==> src/rtl/ioexp_link_ctrl.sv <==
// ioexp_link_ctrl
// Moves bytes in both directions between the UART core and the IB I/O-expander
// emulation. UART->meter bytes are queued in a small FIFO and handed to the
// meter one at a time over a 4-phase handshake; meter->UART bytes are captured,
// passed to the UART transmitter, then acknowledged back to the meter.
// Meter-side handshake inputs come from the PROG domain and are synchronized.

module ioexp_link_ctrl #(
   parameter int FIFO_DEPTH     = 8,
   parameter int TIMEOUT_CYCLES = 80000,
   parameter int SYNC_STAGES    = 2
) (
   input  logic       clk,
   input  logic       rst,
   // UART receiver side
   input  logic [7:0] uart_rx_data,
   input  logic       uart_rx_valid,
   // UART transmitter side
   output logic [7:0] uart_tx_data,
   output logic       uart_tx_valid,
   input  logic       uart_tx_ready,
   // Expander, meter-bound direction
   output logic [7:0] exp_tx_data,
   output logic       exp_tx_data_available,
   input  logic       exp_tx_data_ack_n,
   // Expander, meter-originated direction
   input  logic [7:0] exp_rx_data,
   input  logic       exp_rx_data_available,
   output logic       exp_tx_ack,
   // Status
   input  logic       err_clr,
   output logic       fifo_overflow,
   output logic       timeout_err,
   output logic       busy
);

   localparam int AW = $clog2(FIFO_DEPTH);
   localparam int CW = AW + 1;
   localparam logic [CW-1:0] FIFO_FULL = CW'(FIFO_DEPTH);
   localparam int TW = (TIMEOUT_CYCLES > 2) ? $clog2(TIMEOUT_CYCLES) : 1;
   localparam logic [TW-1:0] TMR_LAST = TW'(TIMEOUT_CYCLES - 1);

   typedef enum logic [1:0] {
      D_IDLE    = 2'd0,
      D_PRESENT = 2'd1,
      D_RELEASE = 2'd2
   } ds_state_t;

   typedef enum logic [1:0] {
      U_IDLE = 2'd0,
      U_SEND = 2'd1,
      U_ACK  = 2'd2
   } us_state_t;

   // ------------------------------------------------------------------
   // Synchronizers for the asynchronous meter handshake inputs
   // ------------------------------------------------------------------
   logic [SYNC_STAGES-1:0] ack_n_sync_q;
   logic [SYNC_STAGES-1:0] avail_sync_q;
   logic                   ack_n_s;
   logic                   avail_s;

   // Shift each input through SYNC_STAGES flops; reset to the idle levels.
   always_ff @(posedge clk) begin
      if (rst) begin
         ack_n_sync_q <= '1;
         avail_sync_q <= '0;
      end else begin
         ack_n_sync_q <= {ack_n_sync_q[SYNC_STAGES-2:0], exp_tx_data_ack_n};
         avail_sync_q <= {avail_sync_q[SYNC_STAGES-2:0], exp_rx_data_available};
      end
   end

   assign ack_n_s = ack_n_sync_q[SYNC_STAGES-1];
   assign avail_s = avail_sync_q[SYNC_STAGES-1];

   // ------------------------------------------------------------------
   // Downstream FIFO
   // ------------------------------------------------------------------
   logic [7:0]    fifo_mem [FIFO_DEPTH];
   logic [AW-1:0] wr_ptr_q, wr_ptr_d;
   logic [AW-1:0] rd_ptr_q, rd_ptr_d;
   logic [CW-1:0] count_q, count_d;
   logic          push;
   logic          pop;
   logic          drop;

   ds_state_t     ds_state_q;
   us_state_t     us_state_q;

   // Push/pop decisions; a full FIFO still accepts a byte when a pop frees a slot.
   always_comb begin
      pop      = (ds_state_q == D_IDLE) && (count_q != '0);
      push     = uart_rx_valid && ((count_q != FIFO_FULL) || pop);
      drop     = uart_rx_valid && !push;
      wr_ptr_d = push ? wr_ptr_q + 1'b1 : wr_ptr_q;
      rd_ptr_d = pop  ? rd_ptr_q + 1'b1 : rd_ptr_q;
      count_d  = count_q;
      case ({push, pop})
         2'b10:   count_d = count_q + 1'b1;
         2'b01:   count_d = count_q - 1'b1;
         default: count_d = count_q;
      endcase
   end

   // FIFO storage write port; no reset so it maps onto block RAM.
   always_ff @(posedge clk) begin
      if (push) begin
         fifo_mem[wr_ptr_q] <= uart_rx_data;
      end
   end

   // FIFO pointer and occupancy registers; pointers wrap naturally (power of 2).
   always_ff @(posedge clk) begin
      if (rst) begin
         wr_ptr_q <= '0;
         rd_ptr_q <= '0;
         count_q  <= '0;
      end else begin
         wr_ptr_q <= wr_ptr_d;
         rd_ptr_q <= rd_ptr_d;
         count_q  <= count_d;
      end
   end

   // ------------------------------------------------------------------
   // Downstream FSM: present FIFO bytes to the meter
   // ------------------------------------------------------------------
   logic [TW-1:0] ds_tmr_q;
   logic [7:0]    exp_tx_data_q;
   logic          exp_tx_avail_q;
   logic          ds_timeout;

   assign ds_timeout = (ds_state_q != D_IDLE) && (ds_tmr_q == TMR_LAST);

   // Pop a byte, raise available, then walk the ack_n low/high handshake.
   always_ff @(posedge clk) begin
      if (rst) begin
         ds_state_q     <= D_IDLE;
         ds_tmr_q       <= '0;
         exp_tx_data_q  <= '0;
         exp_tx_avail_q <= 1'b0;
      end else begin
         case (ds_state_q)
            D_IDLE: begin
               ds_tmr_q <= '0;
               if (pop) begin
                  exp_tx_data_q  <= fifo_mem[rd_ptr_q];
                  exp_tx_avail_q <= 1'b1;
                  ds_state_q     <= D_PRESENT;
               end
            end
            D_PRESENT: begin
               if (ds_timeout) begin
                  // Meter never took the byte: drop it and give up.
                  exp_tx_avail_q <= 1'b0;
                  ds_tmr_q       <= '0;
                  ds_state_q     <= D_IDLE;
               end else if (!ack_n_s) begin
                  exp_tx_avail_q <= 1'b0;
                  ds_tmr_q       <= '0;
                  ds_state_q     <= D_RELEASE;
               end else begin
                  ds_tmr_q <= ds_tmr_q + 1'b1;
               end
            end
            D_RELEASE: begin
               if (ds_timeout || ack_n_s) begin
                  ds_tmr_q   <= '0;
                  ds_state_q <= D_IDLE;
               end else begin
                  ds_tmr_q <= ds_tmr_q + 1'b1;
               end
            end
            default: begin
               exp_tx_avail_q <= 1'b0;
               ds_tmr_q       <= '0;
               ds_state_q     <= D_IDLE;
            end
         endcase
      end
   end

   // ------------------------------------------------------------------
   // Upstream FSM: forward meter bytes to the UART transmitter
   // ------------------------------------------------------------------
   logic [TW-1:0] us_tmr_q;
   logic [7:0]    uart_tx_data_q;
   logic          uart_tx_valid_q;
   logic          exp_tx_ack_q;
   logic          us_timeout;

   assign us_timeout = (us_state_q == U_ACK) && (us_tmr_q == TMR_LAST);

   // Capture the meter byte, hand it to the UART, then ack until available drops.
   always_ff @(posedge clk) begin
      if (rst) begin
         us_state_q      <= U_IDLE;
         us_tmr_q        <= '0;
         uart_tx_data_q  <= '0;
         uart_tx_valid_q <= 1'b0;
         exp_tx_ack_q    <= 1'b0;
      end else begin
         case (us_state_q)
            U_IDLE: begin
               us_tmr_q <= '0;
               if (avail_s) begin
                  // The meter holds exp_rx_data stable before raising available.
                  uart_tx_data_q  <= exp_rx_data;
                  uart_tx_valid_q <= 1'b1;
                  us_state_q      <= U_SEND;
               end
            end
            U_SEND: begin
               // Local UART: wait as long as it takes, no timer here.
               us_tmr_q <= '0;
               if (uart_tx_ready) begin
                  uart_tx_valid_q <= 1'b0;
                  exp_tx_ack_q    <= 1'b1;
                  us_state_q      <= U_ACK;
               end
            end
            U_ACK: begin
               if (us_timeout || !avail_s) begin
                  exp_tx_ack_q <= 1'b0;
                  us_tmr_q     <= '0;
                  us_state_q   <= U_IDLE;
               end else begin
                  us_tmr_q <= us_tmr_q + 1'b1;
               end
            end
            default: begin
               uart_tx_valid_q <= 1'b0;
               exp_tx_ack_q    <= 1'b0;
               us_tmr_q        <= '0;
               us_state_q      <= U_IDLE;
            end
         endcase
      end
   end

   // ------------------------------------------------------------------
   // Sticky error flags
   // ------------------------------------------------------------------
   logic fifo_overflow_q;
   logic timeout_err_q;

   // Set events take priority over a same-cycle clear.
   always_ff @(posedge clk) begin
      if (rst) begin
         fifo_overflow_q <= 1'b0;
         timeout_err_q   <= 1'b0;
      end else begin
         if (drop) begin
            fifo_overflow_q <= 1'b1;
         end else if (err_clr) begin
            fifo_overflow_q <= 1'b0;
         end
         if (ds_timeout || us_timeout) begin
            timeout_err_q <= 1'b1;
         end else if (err_clr) begin
            timeout_err_q <= 1'b0;
         end
      end
   end

   assign uart_tx_data          = uart_tx_data_q;
   assign uart_tx_valid         = uart_tx_valid_q;
   assign exp_tx_data           = exp_tx_data_q;
   assign exp_tx_data_available = exp_tx_avail_q;
   assign exp_tx_ack            = exp_tx_ack_q;
   assign fifo_overflow         = fifo_overflow_q;
   assign timeout_err           = timeout_err_q;
   assign busy                  = (ds_state_q != D_IDLE) || (us_state_q != U_IDLE) ||
                                  (count_q != '0);

endmodule

==> config.mk <==
export PLATFORM = sky130hd
export DESIGN_NAME = ioexp_link_ctrl
export DESIGN_NICKNAME = d
export VERILOG_FILES = /design/src/rtl/ioexp_link_ctrl.sv
export SDC_FILE = /design/constraint.sdc
export NUM_CORES = 1
export LEC_CHECK = 0
export BUFFER_PORTS_ARGS = -buffer_cell sky130_fd_sc_hd__buf_2
export CAP_MARGIN = 5
export CORE_MARGIN = 1.5
export CORE_UTILIZATION = 55
export DETAILED_ROUTE_END_ITERATION = 6
export PLACE_DENSITY = 0.74
export RECOVER_POWER = 50
export SLEW_MARGIN = 20
export SYNTH_ARGS = -nofsm -noshare
export SYNTH_HDL_FRONTEND = slang
export SYNTH_SLANG_ARGS = --single-unit
==> constraint.sdc <==
create_clock -name clk -period 5.58 [get_ports clk]
set_clock_uncertainty 0.15 [all_clocks]
set_input_delay 1.674 -clock clk [delete_from_list [all_inputs] [get_ports clk]]
set_output_delay 1.674 -clock clk [all_outputs]
set_load 0.01 [all_outputs]
**After elaboration in Yosys (flattened, before gate mapping)**

Memory sizes are Yosys's and may differ from the RTL's. A register that Yosys moved wholly into a read port is not among the register bits.
Index checks and enable logic that the tools add are counted.

- Bits in read-only memories: 0
- Register bits after elaboration: 65
- Memories kept: 1
- Output and inout port bits: 22
- Input port bits: 23
- Latch bits: 0
- RAM bits: 64

Memories:

| memory | depth | bits a word | rd ports | clocked after Yosys merged registers in | wr ports | line | RTL |
|---|---|---|---|---|---|---|---|
| fifo_mem | 8 | 8 | 1 | 1 | 1 | 80 | `logic [7:0] fifo_mem [FIFO_DEPTH];` |

- $mul: 0
- Equality and inequality tests: 15
- Reductions and logical operators: 29
- Add/subtract/negate cells: 6
- Bitwise gates (word level): 3
- Magnitude comparators: 0
- Mux-type cells: 29
- Div/mod/pow operators: 0
- Shift-type cells: 0

Operators by type and width:

| operator | number |
|---|---|
| 2-to-1 mux 17 bit | 3 |
| adder 17 x 1 -> 17 bit (second input constant) | 2 |
| equality test 17 bit (second input constant) | 2 |
| case mux 17 bit (2 select lines) | 1 |
| AND reduction 3 bit | 5 |
| 2-to-1 mux 2 bit | 7 |
| 2-to-1 mux 1 bit | 12 |
| case mux 2 bit (3 select lines) | 2 |
| nonzero test 2 bit | 5 |
| case mux 1 bit (3 select lines) | 3 |
| inequality test 2 bit (second input constant) | 4 |
| case mux 4 bit (2 select lines) | 1 |
| adder 3 x 1 -> 3 bit (second input constant) | 2 |
| equality test 2 x 1 -> 1 bit (second input constant) | 3 |
| equality test 2 bit (second input constant) | 3 |
| logical OR 1 bit | 6 |
| logical AND 1 bit | 5 |
| adder 4 x 1 -> 4 bit (second input constant) | 1 |
| logical NOT 2 bit | 2 |
| inequality test 4 bit (second input constant) | 1 |
| AND reduction 2 bit | 2 |
| nonzero test 4 bit | 1 |
| subtractor 4 x 1 -> 4 bit (second input constant) | 1 |
| inequality test 3 bit (second input constant) | 1 |
| 4 further kinds | 7 |

**Logic depth before layout (Yosys ltp)**

- Word-level depth: 7
- Gate-level depth with buffers: 11
- Mapped depth without buffers: 11

**Worst setup path after synthesis**

No wires, ideal clock.

- Kind: in2reg
- Start point: in uart_rx_valid
- End point: reg count_q[3]
- Data required time: 5.309 ns
- Slack: 2.084 ns
- Stages on the path: 7
- Buffers on the path: 0
- Arrival time: 3.225 ns
- Path through: o21ai_0 -> ha_1 -> ha_1 -> a21o_1 -> a21oi_1 -> mux2i_1 -> mux2_2

- Longest elaborated chain between the ends: 3
- Elaborated cells between the ends (all ways): 5
- Those cells by class: 2 x eq/ne; 1 x mux; 2 x reduce/logical

RTL lines:

| what | line | RTL |
|---|---|---|
| from (decl) | 17 | `input logic uart_rx_valid,` |
| logical AND 1 bit (*) | 94 | `push = uart_rx_valid && ((count_q != FIFO_FULL) \|\| pop);` |
| equality test 2 x 1 -> 1 bit or equality test 2 bit (tied branches) | 99 | `case ({push, pop})` |
| case mux 4 bit (2 select lines) or nonzero test 2 bit (tied branches) | n/a |  |
| to (signal assigned) | 122 | `count_q <= count_d;` |
| to (decl) | 83 | `logic [CW-1:0] count_q, count_d;` |

Every way passes the cells marked *; elsewhere a longest branch is shown, timed or not.
A chain may end at the register's enable or synchronous reset.

**Worst setup path in the final report**

- Start point: reg count_q[1]
- End point: out busy

- Longest elaborated chain between the ends: 2

RTL lines:

| what | line | RTL |
|---|---|---|
| nonzero test 4 bit | 275 | `(count_q != '0);` |
| logical OR 1 bit | 274 | `assign busy = (ds_state_q != D_IDLE) \|\| (us_state_q != U_IDLE) \|\|` |
| to (decl) | 34 | `output logic busy` |

Every way passes these cells.

==> impl_metrics.yaml <==
outcome:
  status: "finished, violations left"
  violations: "max-capacitance violations, max-slew violations"
synth:
  netlist_area_um2: 5640
  netlist_instances: 457
  synth-main-ff-cell: "dfxtp_1"
  synth.net_count: 492
  yosysSeqAreaShare_pct: 60.0
  synth_edf_count: 64
  synth_largest_area_cell: "edfxtp_1"
  synth_most_common_cell: "dfxtp_1"
  ys_warn_count: 0
  synth_commonest_cells: "dfxtp_1, edfxtp_1, nor2_1"
  synth.area.top_cells: "edfxtp_1, dfxtp_1, mux4_2, nor2_1, mux2i_1"
  syn_avg_cell_area_um2: 12.3
  ys_ff_latch: 137
  async_flop_share_pct: 0
  ys_types: 50
  yosys.area.top_type_share_pct: 34.1
setup_path:
  cpPeakStageDelay_ps: 370
  path_max_fanout: 6
  startpoint: "count_q[1]$_SDFFE_PP0P_"
  rr_worst_depth: 9
  worstPathRequired_ps: 3760
  reg2reg_to: "count_q[3]$_SDFFE_PP0P_"
  rr_startpoint: "ds_state_q[0]$_SDFFE_PP0P_"
  crit_chain: "nor4_1 > nand2_1 > or3_1 > buf_2"
  path_delay_family: "simple AND/OR/NAND/NOR gates"
  reg2reg_slack_ps: 2290
  cp_data_arrival_time_ps: 1880
  worstSetupPathType: "flip-flop to output port"
  startpoint_type: "flip-flop"
  crit_path_top_delay_cell: "dfxtp_1"
  critPathCaptureType: "output port"
  path_buf_inv: 1
power:
  switching_share_pct: 29.8
  pwr-share-comb_pct: 21.3
  p_int_w: 0.00201
  p_total_w: 0.00287
  powerDensity_nw_per_um2: 440
  power.leakage_nw: 2.26
  p_sw_w: 0.000855
  peakVddDrop_mv: 0.412
  clockPowerShare_pct: 36.9
  power_frac_seq_pct: 41.9
die:
  dieArea_um2: 10900
  fp.dieW_um: 104
  core_um2: 9860
  fp.dieH_um: 104
  start_util_pct: 57.2
  pin_count: 45
  fp-row-count: 36
sta:
  hold_viol_final: 0
  drv_slew: 18
  timing.final.setup_violations: 0
  worst_pin_slew_ps: 1750
  fin_crit_ps: 3700
  max_freq_mhz: 270
  relSlewSlack_pct: -17.9
  whs_ps: 280
  finalCritPeriodShare_pct: 66.4
  rsz0062_at_grt: "false"
  fin_tns_setup_ps: 0
final_layout:
  layout.nets: 539
  fillers: 732
  fin_area_um2: 6520
  antenna_cells: 0
  multiInputGateArea_um2: 2130
  fin_util_pct: 66.1
  register_area_um2: 3380
  syn2layout_area_growth_pct: 15.5
  drive_above_1_share_pct: 18.0
global_route:
  antenna_found_initial: 0
  grt_pass1_vias: 3574
  grt_pass1_wl_um: 17300
  grt_overflow_total: 0
  grt_start_max_net_pins: 31
  grt_usage_pct: 20.5
clock_tree:
  htree_num_levels: 4
  clockBufferDepth: 2
  numCtsBuffers: 17
  cts_setup_buffers: 0
  cts_resized: 0
  clock-sinks: 137
  clk_pin_slew_ps: 60
  tritoncts: "yes"
  postCtsHoldBufs: 0
  cts-root-buf: "clkbuf_8"
  insertion_delay_ps: 520
routing:
  antenna_left: 0
  routed_via_density: 5.55
  dr.pass1.iters: 4
  dr_total_vias: 3608
  wl_per_cell_um: 16.1
  routed_wl_um: 10500
  drc: 0
  drt_iter0_drc: 138
placed_design:
  placed_area_um2: 5960
  gp_congestion: 0.784
  dp_hpwl_um: 6640
  portBuffers: 44
run:
  cap_violations: 1
worst_hold_path:
  hold_depth: 1
  hold_start: "ack_n_sync_q[0]$_SDFF_PP1_"
  min_delay_worst_endpoint: "ack_n_sync_q[1]$_SDFF_PP1_"
  hold_class: "flip-flop to flip-flop"
==> registers in the layout, indices dropped and copies added (netlist names) <==
register               count
fifo_overflow              1
us_state_q                 2
count_q                    4
avail_sync_q               2
rd_ptr_q                   3
wr_ptr_q                   3
us_tmr_q                  17
uart_tx_data               8
ack_n_sync_q               2
uart_tx_valid              1
exp_tx_data                8
ds_tmr_q                  17
exp_tx_ack                 1
ds_state_q                 2
exp_tx_data_available      1
timeout_err                1
fifo_mem                  64
==> layout by cell type (no fill, tap or decap), types with 3 or more instances in the layout <==
cell,count
dfxtp_1,73
edfxtp_1,64
nor2_1,60
buf_2,34
a21oi_1,22
mux2i_1,21
o21ai_0,18
nand2_1,18
xor2_1,17
mux4_2,16
clkbuf_16,16
inv_1,13
nand3_1,13
xnor2_1,13
ha_1,11
clkbuf_1,11
nand4_1,10
nor2b_1,8
or3_1,7
nor4_1,7
and2_1,6
inv_6,6
nor3_1,4
nand2b_1,3
or2_2,3
clkinv_4,3
inv_8,3
==> cell type report <==
cell class / count / share of cell area, %
sequential: 137 / 51.9
multi-input combinational: 289 / 32.7
clock buffer: 17 / 6.36
timing repair buffer: 46 / 3.36
tap: 133 / 2.55
clock inverter: 15 / 2.34
inverter: 13 / 0.749
==> worst max path at each step <==
stage                                 end  slack [ps]  depth (start not counted)
6_report                             busy        1880                          4
5_1_grt        us_state_q[1]$_SDFFE_PP0P_        1650                          4
4_1_cts                              busy        1850                          4
3_5_place_dp     fifo_mem[0][3]$_DFFE_PP_        1800                          4
3_3_place_gp      count_q[3]$_SDFFE_PP0P_        1870                          8
2_1_floorplan     count_q[3]$_SDFFE_PP0P_        2080                          7
==> cells by family after synthesis <==
logic type | share of synthesized area, %
AOI/OAI and AO/OA | 5.92
xor gates and xnor gates | 4.66
adders and majority gates | 2.79
buffers and inverters | 2.35
DFF | 60.0
muxes | 10.3
and+or+nand+nor | 14.0
==> power by group through the flow <==
stage               Sequential, W  Combinational, W  Clock, W
CTS                       0.00120          0.000616   0.00107
detailed placement        0.00122          0.000605         0
global route              0.00121          0.000689   0.00112
floorplan                 0.00121          0.000461         0
global placement          0.00122          0.000586         0
finish                    0.00120          0.000610   0.00106
==> through the flow <==
step | worst slack (ps) | cells
after floorplan | 2080 | 457
after global placement | 1870 | 618
after detailed placement | 1800 | 618
after CTS | 1850 | 650
after global routing | 1650 | 650
final | 1880 | 650
==> metal layers <==
metal  wire length [µm]  GRT usage (%)  vias to the layer above
met2               5150           34.1                       66
met3                398           4.07                       20
li1                   -              -                     1761
met4                199           9.92                        0
met5                  0              0                        -
met1               4700           25.8                     1761
Power figures use the tool's default switching activity.
